===== src/rtl/fetch_pkg.sv =====
// Shared Fetch-stage definitions: state encoding, datapath width, PC defaults.
package fetch_pkg;

  localparam int XLEN = 32;

  localparam logic [XLEN-1:0] DEF_RESET_PC = 32'h0000_3000;
  localparam logic [XLEN-1:0] DEF_PC_STEP  = 32'd4;

  typedef enum logic [1:0] {
    ST_IDLE  = 2'd0,
    ST_REQ   = 2'd1,
    ST_DRAIN = 2'd2,
    ST_HALT  = 2'd3
  } state_t;

endpackage


===== src/rtl/pc_next_mux.sv =====
// PC next-value select: sequential pc+PC_STEP or a redirect/pending target.
// Purely combinational, zero latency, no flow control.
module pc_next_mux
  import fetch_pkg::*;
#(
  parameter logic [XLEN-1:0] PC_STEP = DEF_PC_STEP
) (
  input  logic [XLEN-1:0] i_pc,
  input  logic [XLEN-1:0] i_tgt_pc,
  input  logic            i_sel,
  output logic [XLEN-1:0] o_next_pc
);

  logic [XLEN-1:0] w_seq_pc;

  assign w_seq_pc  = i_pc + PC_STEP;
  assign o_next_pc = i_sel ? i_tgt_pc : w_seq_pc;

endmodule


===== src/rtl/fetch_pc_sequencer.sv =====
// Fetch PC owner: issues imem req/ack reads into a one-entry slot (ack to if_valid = 1 cycle); stall holds the slot and
// blocks new launches, while an in-flight request always stays up until ack. FETCH_ALIGN_CHECK_EN adds misaligned-redirect HALT.
module fetch_pc_sequencer
  import fetch_pkg::*;
#(
  parameter logic [XLEN-1:0] RESET_PC = DEF_RESET_PC,
  parameter logic [XLEN-1:0] PC_STEP  = DEF_PC_STEP
) (
  input  logic            clk,
  input  logic            rst,
  input  logic            stall,
  input  logic            redirect_valid,
  input  logic [XLEN-1:0] redirect_pc,
  output logic            imem_req,
  output logic [XLEN-1:0] imem_addr,
  input  logic            imem_ack,
  input  logic [XLEN-1:0] imem_rdata,
  output logic            if_valid,
  output logic [XLEN-1:0] if_pc,
  output logic [XLEN-1:0] if_instr,
  output logic            next_sel
`ifdef FETCH_ALIGN_CHECK_EN
  ,
  output logic            fetch_misalign
`endif
);

  state_t          r_state;
  state_t          w_state_nxt;
  logic [XLEN-1:0] r_pc;
  logic            r_out;
  logic            r_if_valid;
  logic [XLEN-1:0] r_if_pc;
  logic [XLEN-1:0] r_if_instr;
  logic            r_pend_valid;
  logic [XLEN-1:0] r_pend_pc;

  logic            w_consume;
  logic            w_launch;
  logic            w_ack;
  logic            w_active;
  logic            w_redir;
  logic            w_misal;
  logic [XLEN-1:0] w_redir_pc;
  logic [XLEN-1:0] w_tgt_pc;
  logic [XLEN-1:0] w_next_pc;
  logic            w_pc_load;
  logic            w_slot_load;
  logic            w_flush;
  logic            w_pend_set;
  logic            w_pend_clr;

  assign w_consume  = r_if_valid & ~stall;
  assign w_launch   = (r_state == ST_REQ) & (~r_if_valid | ~stall);
  // r_out keeps an un-acked request (and its address) up regardless of stall
  assign imem_req   = r_out | w_launch;
  assign imem_addr  = r_pc;
  assign w_ack      = imem_req & imem_ack;
  assign w_active   = (r_state == ST_REQ) | (r_state == ST_DRAIN);
  assign w_redir_pc = redirect_pc & ~32'h3;

`ifdef FETCH_ALIGN_CHECK_EN
  assign w_misal = redirect_valid & w_active & (redirect_pc[1:0] != 2'b00);
`else
  assign w_misal = 1'b0;
`endif

  assign w_redir  = redirect_valid & w_active & ~w_misal;
  // A redirect arriving alongside the draining ack is newer than pend_pc
  assign w_tgt_pc = (r_pend_valid && !w_redir) ? r_pend_pc : w_redir_pc;

  pc_next_mux #(
    .PC_STEP (PC_STEP)
  ) u_pc_next_mux (
    .i_pc      (r_pc),
    .i_tgt_pc  (w_tgt_pc),
    .i_sel     (next_sel),
    .o_next_pc (w_next_pc)
  );

  always_ff @(posedge clk) begin
    if (rst) r_state <= ST_IDLE;
    else     r_state <= w_state_nxt;
  end

  always_comb begin
    w_state_nxt = r_state;
    next_sel    = 1'b0;
    w_pc_load   = 1'b0;
    w_slot_load = 1'b0;
    w_flush     = 1'b0;
    w_pend_set  = 1'b0;
    w_pend_clr  = 1'b0;
    case (r_state)
      ST_IDLE: w_state_nxt = ST_REQ;
      ST_REQ: begin
        if (w_misal) begin
          w_flush     = 1'b1;
          w_state_nxt = ST_HALT;
        end else if (w_redir) begin
          w_flush = 1'b1;
          if (!imem_req || w_ack) begin
            next_sel  = 1'b1;
            w_pc_load = 1'b1;
          end else begin
            w_pend_set  = 1'b1;
            w_state_nxt = ST_DRAIN;
          end
        end else if (w_ack) begin
          w_slot_load = 1'b1;
          w_pc_load   = 1'b1;
        end
      end
      ST_DRAIN: begin
        if (w_misal) begin
          w_flush     = 1'b1;
          w_pend_clr  = 1'b1;
          w_state_nxt = ST_HALT;
        end else begin
          w_flush = w_redir;
          if (w_ack) begin
            next_sel    = 1'b1;
            w_pc_load   = 1'b1;
            w_pend_clr  = 1'b1;
            w_state_nxt = ST_REQ;
          end else begin
            w_pend_set = w_redir;
          end
        end
      end
`ifdef FETCH_ALIGN_CHECK_EN
      ST_HALT: w_flush = 1'b1;
`endif
      default: w_state_nxt = ST_IDLE;
    endcase
  end

  always_ff @(posedge clk) begin
    if (rst) begin
      r_pc         <= RESET_PC;
      r_out        <= 1'b0;
      r_if_valid   <= 1'b0;
      r_if_pc      <= '0;
      r_if_instr   <= '0;
      r_pend_valid <= 1'b0;
      r_pend_pc    <= '0;
    end else begin
      if (w_pc_load) r_pc <= w_next_pc;
      r_out <= imem_req & ~imem_ack;
      if (w_flush) begin
        r_if_valid <= 1'b0;
      end else if (w_slot_load) begin
        r_if_valid <= 1'b1;
        r_if_pc    <= r_pc;
        r_if_instr <= imem_rdata;
      end else if (w_consume) begin
        r_if_valid <= 1'b0;
      end
      if (w_pend_clr) begin
        r_pend_valid <= 1'b0;
      end else if (w_pend_set) begin
        r_pend_valid <= 1'b1;
        r_pend_pc    <= w_redir_pc;
      end
    end
  end

`ifdef FETCH_ALIGN_CHECK_EN
  logic r_misalign;

  always_ff @(posedge clk) begin
    if (rst)          r_misalign <= 1'b0;
    else if (w_misal) r_misalign <= 1'b1;
  end

  assign fetch_misalign = r_misalign;
`endif

  assign if_valid = r_if_valid;
  assign if_pc    = r_if_pc;
  assign if_instr = r_if_instr;

endmodule


===== config.mk =====
export PLATFORM = sky130hd
export DESIGN_NAME = fetch_pc_sequencer
export DESIGN_NICKNAME = d
export VERILOG_FILES = /design/src/rtl/fetch_pkg.sv /design/src/rtl/pc_next_mux.sv /design/src/rtl/fetch_pc_sequencer.sv
export SDC_FILE = /design/constraint.sdc
export NUM_CORES = 1
export LEC_CHECK = 0
export ABC_CLOCK_PERIOD_IN_PS = 7350
export CAP_MARGIN = 10
export CORE_MARGIN = 4
export CORE_UTILIZATION = 40
export DETAILED_ROUTE_END_ITERATION = 10
export HOLD_SLACK_MARGIN = 0.15
export PLACE_DENSITY = 0.74
export RECOVER_POWER = 50
export SYNTH_ARGS = -nofsm -noshare
export SYNTH_HDL_FRONTEND = slang
export SYNTH_SLANG_ARGS = --single-unit

===== constraint.sdc =====
create_clock -name clk -period 7.35 [get_ports clk]
set_clock_uncertainty 0.2 [all_clocks]
set_input_delay 2.205 -clock clk [delete_from_list [all_inputs] [get_ports clk]]
set_output_delay 2.205 -clock clk [all_outputs]
set_load 0.01 [all_outputs]

==> flow_metrics.env <==
export IMPL_outcome="finished, violations left"
export IMPL_violations="max-capacitance violations, max-slew violations"
export IMPL_cts_sinks=127
export IMPL_cp_max_fo=88
export IMPL_drive_above_1_share_pct=7.771
export IMPL_synth_edf_count=0
export IMPL_reg2reg_depth=7
export IMPL_fp_coreArea_sq_um=14530
export IMPL_n_fill_cell=1345
export IMPL_cp_end_kind="register"
export IMPL_diodes=0
export IMPL_post_cts_setup_buffers=0
export IMPL_grt_use_total_pct=20.60
export IMPL_total_power_w=0.002097
export IMPL_grt_pass1_vias=5289
export IMPL_p_leak_nw=2.870
export IMPL_grt_pass1_wl_um=27520
export IMPL_r2r_slack_ns=4.26
export IMPL_worst_ep_arrival_time_ns=6.61
export IMPL_port_buffers=161
export IMPL_routed_wl_um=17570
export IMPL_dieHeight_um=129.8
export IMPL_finalMaxSlewViolations=89
export IMPL_worstMarginPinSlew_ns=3.962
export IMPL_ys_seq_area_share_pct=42.83
export IMPL_slew_headroom_pct=-164.1
export IMPL_clockBufferDepth=2
export IMPL_cts_max_level=4
export IMPL_drt_iter0_drc=465
export IMPL_whs_endpoint="if_pc[3]$_SDFFE_PP0P_"
export IMPL_grt_max_degree=89
export IMPL_clkSlewWorstSetupHoldPaths_ns=0.05
export IMPL_antenna_left=0
export IMPL_setup_viol=0
export IMPL_yosysWarnings=0
export IMPL_rows=44
export IMPL_fin_util_pct=56.48
export IMPL_dp_hpwl_um=12010
export IMPL_dr_total_vias=5750
export IMPL_fmax_ghz=0.1536
export IMPL_required_ns=7.45
export IMPL_wire_per_inst_um=16.59
export IMPL_start_util_pct=40.84
export IMPL_antenna_found_initial=0
export IMPL_reg2reg_from="r_state[0]$_SDFFE_PP0P_"
export IMPL_vdd_ir_drop_worst_mv=0.2148
export IMPL_min_from="if_pc[3]$_SDFFE_PP0P_"
export IMPL_worstSetupStartpointType="input port"
export IMPL_hold_depth=2
export IMPL_ctsResizeCount=0
export IMPL_cp_top_family="buffers and inverters"
export IMPL_via_per_inst=5.430
export IMPL_finalHoldViolCount=0
export IMPL_critical_path_class="input port to register"
export IMPL_crit_chain="clkbuf_2, clkbuf_1, nor3_1, a311o_1"
export IMPL_avgSynthCellArea_sq_um=8.198
export IMPL_cts_root_buffer="clkbuf_16"
export IMPL_gp_congestion=0.8619
export IMPL_hold_path_class="register to register"
export IMPL_synthFlopType="dfxtp_1"
export IMPL_nNetsFinal=935
export IMPL_async_reset_ff_share_pct=0
export IMPL_cp_num_buf_inv=2
export IMPL_rsz0062_at_grt="no"
export IMPL_syn_inst=724
export IMPL_syn_area_sq_um=5936
export IMPL_synthDistinctLibCells=63
export IMPL_dr_pass1_iters=6
export IMPL_finalCritPeriodShare_pct=88.59
export IMPL_die_area_sq_um=16850
export IMPL_tns_ns=0
export IMPL_period_needed_ns=6.511
export IMPL_rr_endpoint="if_valid$_SDFFE_PP0P_"
export IMPL_power_density_nw_per_um2=255.4
export IMPL_cts_buffers_inserted=17
export IMPL_yosys_register_bits=127
export IMPL_grt_ovfl_total=0
export IMPL_insertion_delay_ns=0.42
export IMPL_layout_common_cells="150 x nand2_1, 127 x dfxtp_1, 94 x a21oi_1, 94 x dlygate4sd3_1, 66 x clkdlybuf4s50_1"
export IMPL_drv_cap=1
export IMPL_ios=168
export IMPL_die_w_um=129.8
export IMPL_final_common_cell="nand2_1"
export IMPL_area_growth_syn_to_layout_pct=38.30
export IMPL_cts_tree="yes"
export IMPL_cp_slowest_cell="clkbuf_1"
export IMPL_drc_errors=0
export IMPL_cpPeakStageDelay_ns=2.82
export IMPL_postCtsHoldBufs=0
[power by group]
part	switching (W)	total (W)	internal, W
sequential	0.0000313	0.000765	0.000733
combinational	0.000314	0.000517	0.000203
clock	0.000317	0.000815	0.000498
total	0.000662	0.00210	0.00143
[metrics by stage]
stage | hold WS (ns) | area, sq um | cells | setup WS, ns
2_1_floorplan | 0.2493 | 5947 | 727 | 1.771
3_3_place_gp | 0.2410 | 7649 | 1027 | 0.9750
3_5_place_dp | 0.2453 | 7649 | 1027 | 0.9632
4_1_cts | 0.2531 | 8220 | 1059 | 0.9486
5_1_grt | 0.2617 | 8209 | 1059 | 0.5555
6_report | 0.2482 | 8209 | 1059 | 0.8387
[synth_stat cells (3+ instances only)]
cell	instances	area share [%]
nand2b_1	4	0.42
nand4_1	12	1.3
o31a_1	5	0.74
a311o_1	3	0.51
nor4_1	5	0.53
buf_4	7	0.89
mux2i_1	51	8.6
a211oi_1	3	0.38
ha_1	4	0.84
nor3_1	17	1.4
o32ai_1	8	1.2
mux2_2	10	1.9
buf_2	13	1.1
dfxtp_1	127	43
nor2_1	44	2.8
a31oi_1	3	0.32
a41oi_1	3	0.44
nand2_1	150	9.5
a21o_1	3	0.38
and3_1	4	0.42
o21ai_0	16	1.3
nand3_1	26	2.2
o32a_1	4	0.67
a21oi_1	93	7.8
or4_1	3	0.38
o311ai_1	3	0.44
a2111oi_0	4	0.59
inv_1	18	1.1
clkbuf_1	35	2.2
[cell type report]
class | count | area [sq um] | share of cell area [%]
Clock inverter | 14 | 142.6 | 1.738
Timing Repair Buffer | 173 | 1693 | 20.62
Inverter | 21 | 78.83 | 0.9602
Multi-Input combinational cell | 522 | 3093 | 37.68
Sequential cell | 127 | 2542 | 30.97
Clock buffer | 18 | 429.2 | 5.228
Tap cell | 184 | 230.2 | 2.804
[routing by layer]
layer | track usage [%] | vias up | part of all wire [%]
li1 | - | 2835 | -
met1 | 25.76 | 2704 | 43
met2 | 34.30 | 190 | 49
met3 | 6.386 | 21 | 7.1
met4 | 6.051 | 0 | 1.3
met5 | 0 | - | 0
[state kept, by name, indices dropped and copies added, names as in the netlist]
register / cells
if_instr: 32
r_pend_valid: 1
r_out: 1
r_state: 2
imem_addr: 30
if_pc: 30
r_pend_pc: 30
if_valid: 1
[tightest hold or removal path, delay by kind of cell, from the launching register on]
family	cells	cell delay (ns)
compound gates	1	0.05
simple gates	1	0.05
flops	1	0.30
[logic make-up after synthesis]
kind of cell    synth area share (%)
buf+inv                        5.649
simple gates                   20.97
flops                          42.83
mux                            10.50
compound gates                 19.14
other cells                  0.06318
fa+ha+maj                     0.8432
[worst max path at each step]
stage,startpoint,end,slack [ns],cells past startpoint
after floorplan,imem_ack,next_sel,1.77,6
after global placement,imem_ack,next_sel,0.97,6
after detailed placement,imem_ack,next_sel,0.96,6
after CTS,imem_ack,next_sel,0.95,6
after global routing,rst,imem_addr[22]$_SDFFE_PP0P_,0.56,4
final,rst,imem_addr[22]$_SDFFE_PP0P_,0.84,4
(Power assumes the default switching activity.)
